## config.mk

```make
export PLATFORM = sky130hd
export DESIGN_NAME = player_bullet_pool
export DESIGN_NICKNAME = d
export VERILOG_FILES = /design/src/rtl/game_pkg.sv /design/src/rtl/free_slot_finder.sv /design/src/rtl/player_bullet_pool.sv
export SDC_FILE = /design/constraint.sdc
export NUM_CORES = 1
export LEC_CHECK = 0
export CAP_MARGIN = 5
export CORE_MARGIN = 4
export CORE_UTILIZATION = 45
export CTS_CLUSTER_DIAMETER = 50
export CTS_CLUSTER_SIZE = 20
export DETAILED_ROUTE_END_ITERATION = 8
export PLACE_DENSITY = 0.7
export SYNTH_ARGS = -nofsm -noshare
export SYNTH_HDL_FRONTEND = slang
export SYNTH_SLANG_ARGS = --single-unit
export TNS_END_PERCENT = 5
```

## constraint.sdc

```tcl
create_clock -name clk_i -period 9.18 [get_ports clk_i]
set_clock_uncertainty 0.2 [all_clocks]
set_input_delay 1.836 -clock clk_i [delete_from_list [all_inputs] [get_ports clk_i]]
set_output_delay 1.836 -clock clk_i [all_outputs]
set_load 0.02 [all_outputs]
```

## src/rtl/game_pkg.sv

```systemverilog
// Shared game constants: state codes, parking coordinate, bullet/player geometry.
package game_pkg;

    typedef enum logic [2:0] {
        GAME_IDLE    = 3'd0,
        GAME_PLAYING = 3'd1,
        GAME_VICTORY = 3'd2,
        GAME_DEFEAT  = 3'd3,
        GAME_ERROR   = 3'd4
    } game_state_e;

    localparam int unsigned X_W        = 10;
    localparam int unsigned Y_W        = 9;
    localparam int unsigned SLOT_IDX_W = 4;
    localparam int unsigned COOLDOWN_W = 4;

    localparam int unsigned MAX_PLAYER_BULLET   = 15;
    localparam int unsigned PLAYER_BULLET_SPEED = 4;
    localparam int unsigned MAX_PLAYER_COOLDOWN = 11;

    localparam int unsigned BULLET_WIDTH  = 4;
    localparam int unsigned BULLET_HEIGHT = 16;
    localparam int unsigned PLAYER_HEIGHT = 36;

    localparam int unsigned NONE_X = 720;
    localparam int unsigned NONE_Y = 500;

    // Vertical distance from player centre to the top-left of a freshly spawned bullet.
    function automatic logic [Y_W-1:0] spawn_dy(input int unsigned player_h,
                                                 input int unsigned bullet_h);
        return Y_W'(player_h / 2 + bullet_h);
    endfunction

endpackage

```

## src/rtl/free_slot_finder.sv

```systemverilog
// Combinational priority encoder: lowest-index slot whose alive bit is clear.
module free_slot_finder
    import game_pkg::*;
#(
    parameter int unsigned NumSlots = MAX_PLAYER_BULLET
) (
    input  logic [NumSlots-1:0]   alive_i,
    output logic [SLOT_IDX_W-1:0] idx_o,
    output logic                  found_o
);

    // Scan from the top down so the lowest free index is the last one written.
    always_comb begin
        idx_o   = '0;
        found_o = 1'b0;
        for (int i = NumSlots - 1; i >= 0; i--) begin
            if (!alive_i[i]) begin
                idx_o   = SLOT_IDX_W'(i);
                found_o = 1'b1;
            end
        end
    end

endmodule

```

## src/rtl/player_bullet_pool.sv

```systemverilog
// Fixed-slot pool of player bullets: spawn on fire, move up per frame, despawn at top or on hit.
module player_bullet_pool
    import game_pkg::*;
#(
    parameter int unsigned PlayerBulletSpeed = PLAYER_BULLET_SPEED,
    parameter int unsigned MaxPlayerCooldown = MAX_PLAYER_COOLDOWN,
    parameter int unsigned BulletWidth       = BULLET_WIDTH,
    parameter int unsigned BulletHeight      = BULLET_HEIGHT,
    parameter int unsigned PlayerHeight      = PLAYER_HEIGHT,
    parameter int unsigned NoneX             = NONE_X,
    parameter int unsigned NoneY             = NONE_Y
) (
    input  logic                             clk_i,
    input  logic                             rst_i,
    input  logic                             frame_tick_i,
    input  logic [2:0]                       game_state_i,
    input  logic                             fire_i,
    input  logic [X_W-1:0]                   player_x_i,
    input  logic [Y_W-1:0]                   player_y_i,
    input  logic                             hit_valid_i,
    input  logic [SLOT_IDX_W-1:0]            hit_idx_i,
    output logic [MAX_PLAYER_BULLET*X_W-1:0] bullet_x_o,
    output logic [MAX_PLAYER_BULLET*Y_W-1:0] bullet_y_o,
    output logic [MAX_PLAYER_BULLET-1:0]     bullet_alive_o,
    output logic                             fired_o,
    output logic                             pool_full_o
);

    localparam int unsigned N = MAX_PLAYER_BULLET;

    localparam logic [Y_W-1:0]        Speed       = Y_W'(PlayerBulletSpeed);
    localparam logic [X_W-1:0]        SpawnDx     = X_W'(BulletWidth / 2);
    localparam logic [Y_W-1:0]        SpawnDy     = spawn_dy(PlayerHeight, BulletHeight);
    localparam logic [COOLDOWN_W-1:0] CooldownMax = COOLDOWN_W'(MaxPlayerCooldown);
    localparam logic [X_W-1:0]        ParkX       = X_W'(NoneX);
    localparam logic [Y_W-1:0]        ParkY       = Y_W'(NoneY);

    logic [X_W-1:0]        x_q [N];
    logic [X_W-1:0]        x_d [N];
    logic [Y_W-1:0]        y_q [N];
    logic [Y_W-1:0]        y_d [N];
    logic [N-1:0]          alive_q, alive_d;
    logic [COOLDOWN_W-1:0] cooldown_q, cooldown_d;
    logic                  fired_q, fired_d;

    logic [N-1:0]          hit_mask;
    logic [SLOT_IDX_W-1:0] free_idx;
    logic                  free_found;
    logic                  spawn_ok;

    // The hit slot is still live here, so it is never chosen as this cycle's spawn target.
    free_slot_finder #(
        .NumSlots (N)
    ) u_free_slot_finder (
        .alive_i (alive_q),
        .idx_o   (free_idx),
        .found_o (free_found)
    );

    // Decode a valid hit report into a one-hot mask of the live slot it frees.
    always_comb begin
        hit_mask = '0;
        if (hit_valid_i && (hit_idx_i < SLOT_IDX_W'(N))) begin
            hit_mask[hit_idx_i] = alive_q[hit_idx_i];
        end
    end

    assign spawn_ok = fire_i && (cooldown_q == '0) && free_found && (player_y_i >= SpawnDy);

    // Next-state: clear in idle, step/spawn/hit while playing, hold in every other state.
    always_comb begin
        x_d        = x_q;
        y_d        = y_q;
        alive_d    = alive_q;
        cooldown_d = cooldown_q;
        fired_d    = 1'b0;
        case (game_state_i)
            GAME_IDLE: begin
                for (int i = 0; i < N; i++) begin
                    x_d[i] = ParkX;
                    y_d[i] = ParkY;
                end
                alive_d    = '0;
                cooldown_d = '0;
            end
            GAME_PLAYING: begin
                for (int i = 0; i < N; i++) begin
                    if (hit_mask[i]) begin
                        x_d[i]     = ParkX;
                        y_d[i]     = ParkY;
                        alive_d[i] = 1'b0;
                    end else if (frame_tick_i && alive_q[i]) begin
                        if (y_q[i] < Speed) begin
                            x_d[i]     = ParkX;
                            y_d[i]     = ParkY;
                            alive_d[i] = 1'b0;
                        end else begin
                            y_d[i] = y_q[i] - Speed;
                        end
                    end
                end
                if (frame_tick_i) begin
                    if (spawn_ok) begin
                        x_d[free_idx]     = player_x_i - SpawnDx;
                        y_d[free_idx]     = player_y_i - SpawnDy;
                        alive_d[free_idx] = 1'b1;
                        cooldown_d        = CooldownMax;
                        fired_d           = 1'b1;
                    end else if (cooldown_q != '0) begin
                        cooldown_d = cooldown_q - 1'b1;
                    end
                end
            end
            default: ;
        endcase
    end

    // State registers with synchronous active-high reset.
    always_ff @(posedge clk_i) begin
        if (rst_i) begin
            for (int i = 0; i < N; i++) begin
                x_q[i] <= ParkX;
                y_q[i] <= ParkY;
            end
            alive_q    <= '0;
            cooldown_q <= '0;
            fired_q    <= 1'b0;
        end else begin
            for (int i = 0; i < N; i++) begin
                x_q[i] <= x_d[i];
                y_q[i] <= y_d[i];
            end
            alive_q    <= alive_d;
            cooldown_q <= cooldown_d;
            fired_q    <= fired_d;
        end
    end

    // Flatten slot registers onto the position buses, slot 0 in the LSBs.
    always_comb begin
        bullet_x_o = '0;
        bullet_y_o = '0;
        for (int i = 0; i < N; i++) begin
            bullet_x_o[i*X_W +: X_W] = x_q[i];
            bullet_y_o[i*Y_W +: Y_W] = y_q[i];
        end
    end

    assign bullet_alive_o = alive_q;
    assign fired_o        = fired_q;
    assign pool_full_o    = &alive_q;

endmodule

```

==> results of run 1 <==
## stage by stage
| step | util [%] | instance area [um^2] | power (W) | worst slack, ns | instances |
|---|---|---|---|---|---|
| floorplan | - | 14800 | 0.00148 | 4.96 | 1746 |
| global placement | 56.7 | 18400 | 0.00157 | 2.92 | 2448 |
| detailed placement | 56.7 | 18400 | 0.00158 | 2.91 | 2448 |
| CTS | 60.3 | 19600 | 0.00302 | 3.44 | 2509 |
| global route | 60.3 | 19600 | 0.00309 | 3.08 | 2509 |
| finish | 60.3 | 19600 | 0.00303 | 3.19 | 2509 |
## registers in the layout (all words and copies together) (netlist names)
register,flops
fired_o,1
bullet_x_o,150
bullet_alive_o,15
cooldown_q,4
bullet_y_o,135
## kinds of logic (layout without fill, tap and decap cells)
kind of cell	Yosys count	after routing	share of synthesized area (%)
xor gates and xnor gates	29	29	1.72
buffers and inverters	171	492	4.68
adders and majority gates	18	18	1.53
AOI/OAI and AO/OA	581	581	28.5
DFF	305	305	41.4
and+or+nand+nor	642	642	22.1
## area by class of cell
type	count	area, um^2	area share, %
Multi-Input combinational cell	1270	7980	40.7
Sequential cell	305	6110	31.2
Timing Repair Buffer	352	3460	17.7
Clock buffer	37	903	4.61
Tap cell	442	553	2.82
Inverter	79	297	1.51
Clock inverter	24	282	1.44
## path summary, 6_finish.rpt
path / cells past startpoint / from / end / slack [ns]
setup / recovery: 10 / player_y_i[1] / bullet_y_o[40] / 3.19
hold / removal: 1 / bullet_y_o[126] / bullet_y_o[126] / 0.27
setup reg to reg: 6 / bullet_alive_o[3] / bullet_y_o[40] / 5.25
hold reg to reg: 1 / bullet_y_o[126] / bullet_y_o[126] / 0.27
## power by group through the flow
stage | Combinational, W | Sequential, W | Clock [W]
finish | 0.000215 | 0.00134 | 0.00147
global route | 0.000223 | 0.00134 | 0.00153
CTS | 0.000208 | 0.00134 | 0.00147
detailed placement | 0.000208 | 0.00137 | 0
global placement | 0.000206 | 0.00137 | 0
floorplan | 0.000108 | 0.00137 | 0
## layer usage
metal / GRT usage [%] / up-vias / share of wire [%]
met5: 0 / - / 0.011
met4: 14.0 / 2 / 4.7
met3: 12.2 / 199 / 13
met2: 54.1 / 1040 / 44
met1: 44.1 / 7750 / 39
li1: - / 7154 / -
## synthesized netlist by cell type, types with 7 or more instances
library cell	number	area, um^2
dfxtp_1	305	6110
nor2_1	163	612
nand2_1	139	522
a21oi_1	136	681
a22o_1	77	674
inv_1	77	289
nand3_1	74	370
o21ai_0	73	365
nor3_1	63	315
clkbuf_1	52	195
a31oi_1	30	188
nand4_1	30	188
nor4_1	29	181
buf_2	27	135
a2bb2oi_1	25	219
a22oi_1	22	165
and3_1	22	138
o22ai_1	21	131
or3_1	19	119
ha_1	18	225
nor3b_1	18	135
o2bb2ai_1	17	149
xnor2_1	16	140
a21o_1	14	105
and2_1	14	87.6
o221a_2	14	158
xor2_1	13	114
a211oi_1	11	82.6
o211ai_1	10	75.1
a221oi_1	9	78.8
a311oi_1	9	78.8
buf_1	9	33.8
o22a_1	9	78.8
or2_2	9	56.3
a32oi_1	8	70.1
nor2b_1	8	50.1
o21a_1	8	60.1
o31ai_1	7	52.6
==> impl_metrics.yaml, run 1 <==
synth:
  synth_ff_type: "dfxtp_1"
  yosysWarnings: 0
  synthesis.nets: 1795
  syn-cell-area_mm2: 0.0148
  synth-edff-count: 0
  synth_cell_types: 93
  syn_inst: 1746
  ys_seq_area_share_pct: 41.4
  syn_area_per_cell_um2: 8.45
  synthArstFlopShare_pct: 0
  synth_seq_cells: 305
finish:
  synthToLayoutAreaGrowth_pct: 32.7
  final_cell_mix: "clkdlybuf4s50_1 (330), dfxtp_1 (305), nor2_1 (160)"
  layout_commonest_cell: "clkdlybuf4s50_1"
  diodes: 0
  finalNetCount: 2092
  fill_cells: 2875
  drive_above_1_share_pct: 7.45
worst_setup_path:
  cp_max_fo: 15
  end_kind: "flop"
  required_ns: 9.40
  arrival_ns: 6.21
  path_cells: "clkdlybuf4s50_1 > inv_1 > ha_1 > nor3b_1 > o21ba_2 > nand2_2 > nand4_1 > nor2_1 > o21ai_0 > a221oi_1"
  worst-path-buf-inv: 2
  startpoint_type: "input pin"
  path_class: "in2reg"
  slowest_delay_ns: 1.15
  slowest_stage: "nor2_1"
  critPathTopFamily: "simple AND/OR/NAND/NOR gates"
detailed_routing:
  dr.pass1.iters: 6
  post-route-drc-count: 0
  wire_per_inst_um: 26.1
  ant_nets: 0
  drtIter0Drc: 1702
  vias: 16100
  routed_wl_um: 65400
  via_per_inst: 6.43
sta:
  holdWs_ns: 0.269
  setup_violations: 0
  tightest_slew_ns: 1.19
  min_period_over_period_pct: 65.2
  final_max_slew_viol_count: 0
  final-hold-violation-count: 0
  tns_ns: 0
  fmax_mhz: 167
  slew_headroom_pct: 20.1
  min_period_ns: 5.99
  rsz0062_at_grt: "false"
pwr:
  switching_share_pct: 26.2
  p_comb_share_pct: 7.1
  pwr-share-clk_pct: 48.7
  internal-power_w: 0.00223
  sequentialPowerShare_pct: 44.2
  ir_worst_vdd_mv: 0.137
  switching_power_w: 0.000792
  leakage_nw: 6.90
  power_density_mw_per_mm2: 155
global_routing:
  grt_start_max_net_pins: 53
  grt_pass1_vias: 15400
  grt_usage_pct: 34.7
  grt_antenna_before_repair: 1
  grt_pass1_wl_um: 96900
  grt_overflow: 0
run:
  drv_cap: 0
clock_tree:
  cts_root_buf: "clkbuf_16"
  cts_tree: "yes"
  cts_max_level: 2
  cts_buffer_depth: 3
  post_cts_buffers: 0
  cts_resized: 0
  clk_latency_ns: 0.53
  cts.sinks: 305
  ctsHoldBuffers: 0
  cts_buffers: 35
  cts.clk_slew.worst_paths_ns: 0.07
die:
  floorplan.initialDensity_pct: 45.5
  io_pins: 333
  core-area_mm2: 0.0325
  die_area_mm2: 0.0358
  num_rows: 66
  die_w_um: 189
  die_h_um: 189
place:
  place_hpwl_um: 47800
  port_buffers: 332
  routabilityCongestion: 0.985
worst_hold_path:
  hold_class: "reg2reg"
run_status:
  outcome: "finished, final reports clean"
No activity file was read; power rests on OpenSTA's default activity.
==> inputs of run 2 (changes only) <==
- PLACE_DENSITY: 0.7 -> 0.73
- clock period: 9.18 -> 5 ns (I/O delays scaled with it)
==> impl_metrics.yaml, run 2 (same netlist as run 1, synthesis figures left out) <==
worst_setup_path:
  startpoint_type: "flop"
  path_cells: "nand4_1 > nor4_1 > clkdlybuf4s50_1"
  slowest_delay_ns: 0.72
  arrival_ns: 2.96
  timing.rr.start: "bullet_alive_o[12]"
  ff2ff_setup_slack_ns: 1.37
  slowest_stage: "clkdlybuf4s50_1"
  cp_max_fo: 15
  required_ns: 3.80
  worstReg2RegEnd: "bullet_x_o[125]"
  rr_worst_depth: 7
  path_class: "reg2out"
  end_kind: "output port"
sta:
  min_period_over_period_pct: 83.1
  final-hold-violation-count: 0
  holdWs_ns: 0.270
  fmax_mhz: 241
  final_max_slew_viol_count: 0
  rsz0062_at_grt: "false"
  tns_ns: 0
  tightest_slew_ns: 1.05
  slew_headroom_pct: 29.3
  min_period_ns: 4.16
  setup_violations: 0
worst_hold_path:
  holdPathStages: 1
  min_delay_worst_endpoint: "bullet_x_o[147]"
  hold_class: "reg2reg"
  hp-start: "bullet_x_o[147]"
die:
  die_area_mm2: 0.0358
  num_rows: 66
  floorplan.initialDensity_pct: 45.5
  die_w_um: 189
  core-area_mm2: 0.0325
  die_h_um: 189
  io_pins: 333
global_routing:
  grt_usage_pct: 35.6
  grt_antenna_before_repair: 1
  grt_overflow: 0
  grt_pass1_vias: 15800
  grt_start_max_net_pins: 65
  grt_pass1_wl_um: 99400
clock_tree:
  cts_buffers: 37
  post_cts_buffers: 0
  cts_tree: "yes"
  cts_root_buf: "clkbuf_16"
  cts_max_level: 2
  cts.clk_slew.worst_paths_ns: 0.07
  cts_buffer_depth: 3
  ctsHoldBuffers: 0
  cts_resized: 0
  clk_latency_ns: 0.54
  cts.sinks: 305
finish:
  largest_reg_flops: 150
  stdcell_area_mm2: 0.0199
  diodes: 0
  layout_commonest_cell: "clkdlybuf4s50_1"
  drive_above_1_share_pct: 8.71
  finalNetCount: 2122
  synthToLayoutAreaGrowth_pct: 34.9
  final_cell_mix: "clkdlybuf4s50_1 (330), dfxtp_1 (305), nor2_1 (160)"
  fill_cells: 2819
place:
  port_buffers: 332
  place_hpwl_um: 49000
  routabilityCongestion: 1.00
  postPlaceCellArea_mm2: 0.0186
pwr:
  ir_worst_vdd_mv: 0.213
  power_density_mw_per_mm2: 288
  fin_total_pwr_w: 0.00573
  leakage_nw: 7.10
detailed_routing:
  dr.pass1.iters: 5
  ant_nets: 0
  post-route-drc-count: 0
  routed_wl_um: 66800
  drtIter0Drc: 1823
  vias: 16600
  via_per_inst: 6.54
  wire_per_inst_um: 26.3
run_status:
  outcome: "finished, final reports clean"
run:
  drv_cap: 0
[run 2: final cells by class]
type | count | area (um^2) | area share [%]
clock inverter | 22 | 283 | 1.42
tap | 442 | 553 | 2.78
inverter | 79 | 297 | 1.49
clock buffer | 44 | 1000 | 5.05
sequential | 305 | 6110 | 30.7
timing repair buffer | 380 | 3700 | 18.6
multi-input combinational | 1270 | 7970 | 40.0
[run 2: critical path: cells and delay by family, from the launching register on]
family / cells / cell delay [ns]
DFF: 1 / 0.67
and+or+nand+nor: 2 / 1.05
buffers and inverters: 1 / 0.72
[run 2: worst max path at each step]
stage                      startpoint               to  slack, ns  cells after the start
global route        bullet_alive_o[4]      pool_full_o       0.75                      3
finish              bullet_alive_o[4]      pool_full_o       0.84                      3
detailed placement      player_y_i[2]   bullet_x_o[69]       0.49                     11
global placement        player_y_i[2]  bullet_x_o[117]       0.62                     10
CTS                 bullet_alive_o[4]      pool_full_o       0.85                      3
floorplan               player_y_i[1]   bullet_y_o[56]       1.62                     13
[run 2: report_power, final]
group	internal, W	switching, W	leakage, nW
clock network	0.00169	0.00117	0.625
registers	0.00244	0.0000162	2.46
logic	0.000119	0.000294	4.01
total	0.00425	0.00148	7.10
[run 2: metal layers]
metal / GRT usage, % / vias up / part of all wire (%)
met5: 0 / - / 0.010
met3: 11.2 / 209 / 14
met2: 55.0 / 1190 / 44
met1: 46.6 / 7982 / 38
met4: 13.8 / 2 / 4.5
li1: - / 7237 / -
[run 2: per-stage QoR]
step | setup slack, ns | utilization, % | std cells
CTS | 0.852 | 61.4 | 2542
detailed placement | 0.489 | 57.4 | 2476
global placement | 0.621 | 57.4 | 2476
finish | 0.843 | 61.4 | 2542
global route | 0.750 | 61.4 | 2542
floorplan | 1.62 | - | 1746
